### config.mk
export PLATFORM = sky130hd
export DESIGN_NAME = wb_mem_arbiter
export DESIGN_NICKNAME = d
export VERILOG_FILES = /design/src/rtl/wb_mem_arbiter.sv
export SDC_FILE = /design/constraint.sdc
export NUM_CORES = 1
export LEC_CHECK = 0
export ABC_AREA = 1
export CORE_AREA = 4 4 149 151
export CTS_CLUSTER_SIZE = 14
export DETAILED_ROUTE_END_ITERATION = 8
export DIE_AREA = 0 0 153 155
export GPL_TIMING_DRIVEN = 0
export HOLD_SLACK_MARGIN = 0.08
export PLACE_DENSITY = 0.55
export SYNTH_ARGS = -nofsm -noshare
export SYNTH_HDL_FRONTEND = slang
export SYNTH_SLANG_ARGS = --single-unit
### constraint.sdc
create_clock -name clk -period 2.7 [get_ports clk]
set_clock_uncertainty 0.2 [all_clocks]
set_input_delay 0.81 -clock clk [delete_from_list [all_inputs] [get_ports clk]]
set_output_delay 0.81 -clock clk [all_outputs]
set_load 0.02 [all_outputs]
### src/rtl/wb_mem_arbiter.sv
// wb_mem_arbiter: three-master to one-slave Wishbone arbiter for the shared
// memory macro. M0 = instruction fetch (read-only), M1 = CPU data, M2 = DMA/debug.
// Round-robin by default, fixed priority M1 > M0 > M2 when FIXED_PRIO = 1.
// Optional watchdog (define WB_ARB_TIMEOUT_EN) aborts a stalled slave
// cycle with an error pulse and adds the timeout_o port.
module wb_mem_arbiter #(
   parameter int unsigned FIXED_PRIO     = 0,
   parameter int unsigned TIMEOUT_CYCLES = 255
) (
   input  logic        clk,
   input  logic        rst_n,
   // M0: instruction bus (read-only)
   input  logic [31:0] m0_adr_i,
   input  logic        m0_cyc_i,
   input  logic        m0_stb_i,
   output logic [31:0] m0_dat_o,
   output logic        m0_ack_o,
   output logic        m0_err_o,
   // M1: data bus
   input  logic [31:0] m1_adr_i,
   input  logic [31:0] m1_dat_i,
   input  logic        m1_we_i,
   input  logic [3:0]  m1_sel_i,
   input  logic        m1_cyc_i,
   input  logic        m1_stb_i,
   output logic [31:0] m1_dat_o,
   output logic        m1_ack_o,
   output logic        m1_err_o,
   // M2: DMA / debug
   input  logic [31:0] m2_adr_i,
   input  logic [31:0] m2_dat_i,
   input  logic        m2_we_i,
   input  logic [3:0]  m2_sel_i,
   input  logic        m2_cyc_i,
   input  logic        m2_stb_i,
   output logic [31:0] m2_dat_o,
   output logic        m2_ack_o,
   output logic        m2_err_o,
   // slave side
   output logic [31:0] s_adr_o,
   output logic [31:0] s_dat_o,
   output logic        s_we_o,
   output logic [3:0]  s_sel_o,
   output logic        s_cyc_o,
   output logic        s_stb_o,
   input  logic [31:0] s_dat_i,
   input  logic        s_ack_i,
   input  logic        s_err_i,
   // arbitration status
   output logic [2:0]  grant_o,
   output logic [1:0]  last_grant_o
`ifdef WB_ARB_TIMEOUT_EN
   ,
   output logic        timeout_o
`endif
);

   typedef enum logic {IDLE, BUSY} state_t;

   state_t     state;
   logic [2:0] req;
   logic [1:0] win_idx;
   logic       cur_cyc;
   logic       abort;

   if (TIMEOUT_CYCLES < 2 || TIMEOUT_CYCLES > 65535) begin : g_bad_timeout
      $error("wb_mem_arbiter: TIMEOUT_CYCLES must be in 2..65535");
   end

   // request vector, granted master's cyc, and winner selection
   always_comb begin
      req     = {m2_cyc_i & m2_stb_i, m1_cyc_i & m1_stb_i, m0_cyc_i & m0_stb_i};
      cur_cyc = |(grant_o & {m2_cyc_i, m1_cyc_i, m0_cyc_i});
      win_idx = last_grant_o;
      if (FIXED_PRIO != 0) begin
         if (req[1])      win_idx = 2'd1;
         else if (req[0]) win_idx = 2'd0;
         else             win_idx = 2'd2;
      end else begin
         case (last_grant_o)
            2'd0: begin
               if (req[1])      win_idx = 2'd1;
               else if (req[2]) win_idx = 2'd2;
               else             win_idx = 2'd0;
            end
            2'd1: begin
               if (req[2])      win_idx = 2'd2;
               else if (req[0]) win_idx = 2'd0;
               else             win_idx = 2'd1;
            end
            default: begin
               if (req[0])      win_idx = 2'd0;
               else if (req[1]) win_idx = 2'd1;
               else             win_idx = 2'd2;
            end
         endcase
      end
   end

   // arbitration FSM: grant on any request, hold while granted cyc stays high
   always_ff @(posedge clk or negedge rst_n) begin
      if (!rst_n) begin
         state        <= IDLE;
         grant_o      <= '0;
         last_grant_o <= 2'd2;
      end else begin
         case (state)
            IDLE: begin
               if (|req) begin
                  grant_o      <= 3'(3'b001 << win_idx);
                  last_grant_o <= win_idx;
                  state        <= BUSY;
               end
            end
            BUSY: begin
               if (!cur_cyc) begin
                  grant_o <= '0;
                  state   <= IDLE;
               end
            end
            default: begin
               grant_o <= '0;
               state   <= IDLE;
            end
         endcase
      end
   end

`ifdef WB_ARB_TIMEOUT_EN
   logic [15:0] wd_cnt;

   assign abort     = (state == BUSY) && (wd_cnt == 16'(TIMEOUT_CYCLES));
   assign timeout_o = abort;

   // watchdog: counts strobed cycles without a slave response
   always_ff @(posedge clk or negedge rst_n) begin
      if (!rst_n) begin
         wd_cnt <= '0;
      end else if ((state == IDLE && |req) || abort || s_ack_i || s_err_i) begin
         wd_cnt <= '0;
      end else if (s_stb_o) begin
         wd_cnt <= wd_cnt + 16'd1;
      end
   end
`else
   assign abort = 1'b0;
`endif

   // slave-side mux driven straight from the grant register
   always_comb begin
      s_adr_o = '0;
      s_dat_o = '0;
      s_we_o  = 1'b0;
      s_sel_o = '0;
      s_cyc_o = 1'b0;
      s_stb_o = 1'b0;
      case (grant_o)
         3'b001: begin
            s_adr_o = m0_adr_i;
            s_sel_o = '1;
            s_cyc_o = m0_cyc_i & ~abort;
            s_stb_o = m0_stb_i & ~abort;
         end
         3'b010: begin
            s_adr_o = m1_adr_i;
            s_dat_o = m1_dat_i;
            s_we_o  = m1_we_i;
            s_sel_o = m1_sel_i;
            s_cyc_o = m1_cyc_i & ~abort;
            s_stb_o = m1_stb_i & ~abort;
         end
         3'b100: begin
            s_adr_o = m2_adr_i;
            s_dat_o = m2_dat_i;
            s_we_o  = m2_we_i;
            s_sel_o = m2_sel_i;
            s_cyc_o = m2_cyc_i & ~abort;
            s_stb_o = m2_stb_i & ~abort;
         end
         default: ;
      endcase
   end

   // response routing: only the granted master sees data/ack/err
   always_comb begin
      m0_dat_o = grant_o[0] ? s_dat_i : '0;
      m1_dat_o = grant_o[1] ? s_dat_i : '0;
      m2_dat_o = grant_o[2] ? s_dat_i : '0;
      m0_ack_o = grant_o[0] & s_ack_i & ~abort;
      m1_ack_o = grant_o[1] & s_ack_i & ~abort;
      m2_ack_o = grant_o[2] & s_ack_i & ~abort;
      m0_err_o = grant_o[0] & (s_err_i | abort);
      m1_err_o = grant_o[1] & (s_err_i | abort);
      m2_err_o = grant_o[2] & (s_err_i | abort);
   end

endmodule

### Word level (Yosys, flattened, before mapping)

Index checks and enable logic that the tools add are counted.

* bitwise logic cells: 11
* equal/unequal tests: 6
* mux-type cells: 22
* shift operators: 1
* reduce and logical (&&, ||, !) cells: 5

Operator list (count)
* two-way mux 32 bit: 3
* case mux 32 bit (3 select lines): 1
* case mux 32 bit (2 select lines): 1
* case mux 4 bit (3 select lines): 1
* two-way mux 2 bit: 5
* bitwise AND 1 bit: 9
* two-way mux 3 bit: 2
* case mux 1 bit (3 select lines): 2
* case mux 3 bit (2 select lines): 1
* OR reduction 3 bit: 2
* inequality test 2 bit (second input constant): 2
* case mux 1 bit (2 select lines): 2
* case mux 2 bit (2 select lines): 1
* AND reduction 2 bit: 2
* bitwise AND 3 bit: 1
* equality test 3 x 1 -> 1 bit (second input constant): 1
* equality test 3 x 2 -> 1 bit (second input constant): 1
* equality test 3 bit (second input constant): 1
* two-way mux 1 bit: 3
* << shifter 1 x 2 -> 3 bit (first input constant): 1
* equality test 2 x 1 -> 1 bit (second input constant): 1
* logical NOT 2 bit: 1
* NOT 1 bit: 1

* input bits: 212
* output and inout port bits: 178
* logic and storage cells: 48
* register bits: 6

### Longest topological paths before layout

* depth after elaboration: 7
* depth in mapped cells: 8
* depth with buffers taken out: 8

### Least setup slack after synthesis

Ideal clock, no wire load.

* path type: register to output
* start point: reg grant_o[2]
* end point: out s_adr_o[0]
* path slack: 0.349 ns
* buffers on the path: 2
* data required time: 1.690 ns
* cell stages (with the launch flop): 6
* arrival time: 1.341 ns
* cells stage by stage: dfrtp_1 buf_4 nor3_4 buf_6 nand2_1 nand3_1

* cells in the longest elaborated chain, start to end: 2
* elaborated cells between the ends (all ways): 4
* those cells by class: eq/ne (3); mux (1)

Ends and longest elaborated chain
* start: declaration: RTL line 50 `output logic [2:0] grant_o,`
* start signal: assignment: RTL line 110 `grant_o <= 3'(3'b001 << win_idx);`
* equality test 3 bit, or another cell as far along: RTL line 157 `case (grant_o)`
* case mux 32 bit (3 select lines) (*): RTL line 157
* end: declaration: RTL line 40 `output logic [31:0] s_adr_o,`

Every way passes the cells marked *; elsewhere a longest branch is shown, timed or not.

### Worst setup path after layout

* start point: reg grant_o[0]
* end point: out s_dat_o[31]

* cells in the longest elaborated chain, start to end: 2
* elaborated cells between the ends (all ways): 3
* those cells by class: eq/ne (2); mux (1)

Ends and longest elaborated chain
* equality test 3 bit or equality test 3 x 2 -> 1 bit (tied branches): RTL line 157
* case mux 32 bit (2 select lines) (*): RTL line 157
* end: declaration: RTL line 41 `output logic [31:0] s_dat_o,`

Marks and branches as above.

==> summary.txt <==
Status
  – Status: completed

Timing
  – Slew Limit Fails: 0
  – RSZ-0062 raised after global routing: yes
  – Worst hold margin: about 0.34 ns
  – Worst-margin pin slew: around 0.48 ns
  – Min Tclk post-route: around 2.7 ns
  – Max frequency: between 0.3 and 0.4 GHz
  – Max transition margin: 0.679
  – TNS Setup: 0 ns
  – Tcrit/Tclk final: 0.996
  – # setup viols final: 0
  – Final Hold Fails: 0

CTS
  – H-tree Lvls: 1
  – Reg clk slew, reported paths: around 0.040 ns
  – Clock Path Buffers: 2
  – Post-CTS Hold Fix Bufs: 0
  – Root Buffer: clkbuf_16
  – Worst-Skew Late Latency: ~0.23 ns
  – CTS sink cnt: 6
  – Num CTS Buffers: 3
  – CTS tree: yes

Pwr
  – Cell internal pwr: 2.51 mW
  – Leak: ~3.9 nW
  – Power share of the clock group: 0.043
  – Switch Pwr: ~3.3 mW
  – Switching part of the total: 0.570
  – Reg power frac: 0.029
  – Power share of the combinational group: 0.928
  – Power Density: 925 mW/mm²
  – Worst vdd ir: ~0.32 mV

Die
  – Ports: 390
  – Die Y: 155 µm
  – Core area: 0.0208 mm²
  – # rows: 53
  – Starting density of the core: 0.105
  – Die W: 153 µm
  – Die outline area: roughly 0.024 mm²

Run
  – Total of max-cap violations: 0

Setup path
  – Crit path top cell by count: buf_6
  – Worst path cell trace: buf_6 > inv_6 > nand3_4 > clkinvlp_4 > buf_6 > a22o_1 > buf_2
  – Req. time, crit path: around 1.7 ns
  – Crit-path slowest cell: dfrtp_1
  – Crit path max fanout: 5
  – Top Family by Delay on Critical Path: buffers and inverters
  – Crit-path max cell delay: roughly 0.36 ns
  – Crit. End Element: output port
  – Bufs and invs on worst path: 5
  – CP Class: reg -> out
  – Worst Path Arrival: roughly 1.7 ns
  – Worst setup SP type: register

Synthesis
  – Simple-gate share of the synthesized area: 0.518
  – Synthesized flop and latch total: 6
  – Adder-cell share of the synthesized area: 0
  – Sequential share of the synthesized area: 0.0691
  – Synth unique cells: 16
  – Post-Syn Area: between 0.002 and 0.0025 mm²
  – Net Count, Synth: 680
  – Yosys warns: 0
  – Mean Syn Cell Area: roughly 4.7 µm²
  – Complex-gate fraction of the synthesized area: 0.145
  – Xor/xnor share of the synthesized area: 0
  – Cells after Synth: around 470
  – Largest family of logic cells by synthesized area: simple AND/OR/NAND/NOR gates
  – Mux share of post-synthesis cell area: 0

Routing
  – WL per Instance: roughly 17 µm
  – Vias: 4459
  – Remaining antenna violation count: 0
  – Detailed Route WL: 19700 µm
  – DRC: 0
  – Iteration-0 DRC Markers: between 150 and 200
  – Vias per inst: 3.87
  – TritonRoute pass-1 iters: 6

Final layout
  – Layout cells sized above 1: 0.287
  – Final #Nets: roughly 1100
  – Fin util: 0.303
  – Most frequent cells in the layout: 218 x nand2_1, 207 x clkdlybuf4s50_1, 128 x buf_2
  – Finished Layout Cells: 1152
  – Most common cell after layout, fill and taps aside: nand2_1
  – Area grow syn2layout: 189%

Global routing
  – Vias in the first global route: 4704
  – Initial antenna violation count: 2
  – GRT Residual Overflow: 0
  – Largest net degree at the start of global routing: 11
  – Tot GR Track Use: 0.155
  – First-pass GRT wire length: about 29000 µm

Place
  – Global placer's final weighted congestion: between 0.8 and 0.9
  – Post-DP HPWL: between 15000 and 20000 µm
  – Input/output buffers: 389
  – Dpl cells: around 1100

Worst hold path
  – Hold Crit Class: reg -> reg
[state kept, by name, summed over array words and instances (netlist names)]
name,cells
grant_o,3
last_grant_o,2
state,1
[area by class of cell]
| class | instances | area [µm²] |
|---|---|---|
| inverters | 113 | 439 |
| clock buffers | 4 | 78.8 |
| repair buffers | 404 | 3400 |
| repair inverters | 2 | 13.8 |
| diodes | 1 | 2.50 |
| fillers | 2380 | 14500 |
| flip-flops and latches | 6 | 151 |
| plain buffers | 27 | 287 |
| well taps | 275 | 344 |
| multi-input cells | 320 | 1600 |
[through the flow]
step / power (mW) / area (µm²) / worst slack, ns
global route: 6.27 / 6320 / -0.0622
floorplan: 2.78 / 2190 / 0.349
CTS: 5.76 / 6250 / -0.0204
detailed placement: 5.66 / 6430 / -0.733
finish: 5.85 / 6320 / 0.0121
global placement: 5.71 / 6430 / -0.732
[timing repair]
item | CTS | global route
resized for setup | 766 | 95
cloned | 4 | 1
endpoints found under the hold margin | 0 | 0
pin swaps | 3 | 8
buffers inserted | 11 | 1
endpoints found under the setup margin | 173 | 104
[logic make-up (layout without fill, tap and decap cells)]
group / count (synthesis) / count (layout)
buffers and inverters: 142 / 550
other: 0 / 1
and+or+nand+nor: 282 / 282
DFF: 6 / 6
AOI/OAI and AO/OA: 38 / 38
[worst paths after layout]
kind,from,end,slack [ns],depth (start not counted)
setup / recovery,grant_o[0],s_dat_o[31],0.01,7
min in group asynchronous,rst_n,grant_o[2],0.63,1
setup reg to reg,grant_o[0],grant_o[1],1.30,6
hold reg to reg,state,state,0.34,1
hold / removal,state,state,0.34,1
max in group asynchronous,rst_n,last_grant_o[1],1.39,1
[per-layer routing]
layer  vias up  routed length [µm]  GRT usage
met5         -                  11          0
met4         2                 629     0.0458
met3        30                1990     0.0523
met2       268                9300      0.267
met1      1940                7730      0.183
li1       2219                   -          -
[power by group through the flow]
stage	combinational [mW]	sequential (mW)	clock (mW)
global route	5.83	0.177	0.262
finish	5.42	0.170	0.253
floorplan	2.57	0.205	0
detailed placement	5.49	0.171	0
CTS	5.33	0.170	0.259
global placement	5.54	0.170	0
[cell usage after synthesis]
cell type / n / area share
nand2_1: 230 / 0.39
inv_1: 110 / 0.19
nand3_1: 48 / 0.11
a22o_1: 33 / 0.13
buf_2: 14 / 0.032
clkbuf_1: 9 / 0.015
dfrtp_1: 5 / 0.057
buf_6: 4 / 0.021
o21ai_0: 4 / 0.0091
inv_2: 3 / 0.0051
buf_4: 2 / 0.0069
nor2_1: 2 / 0.0034
dfstp_2: 1 / 0.012
nand4_1: 1 / 0.0029
nor3_4: 1 / 0.0074
o21a_1: 1 / 0.0034
Power figures use the tool's default switching activity.
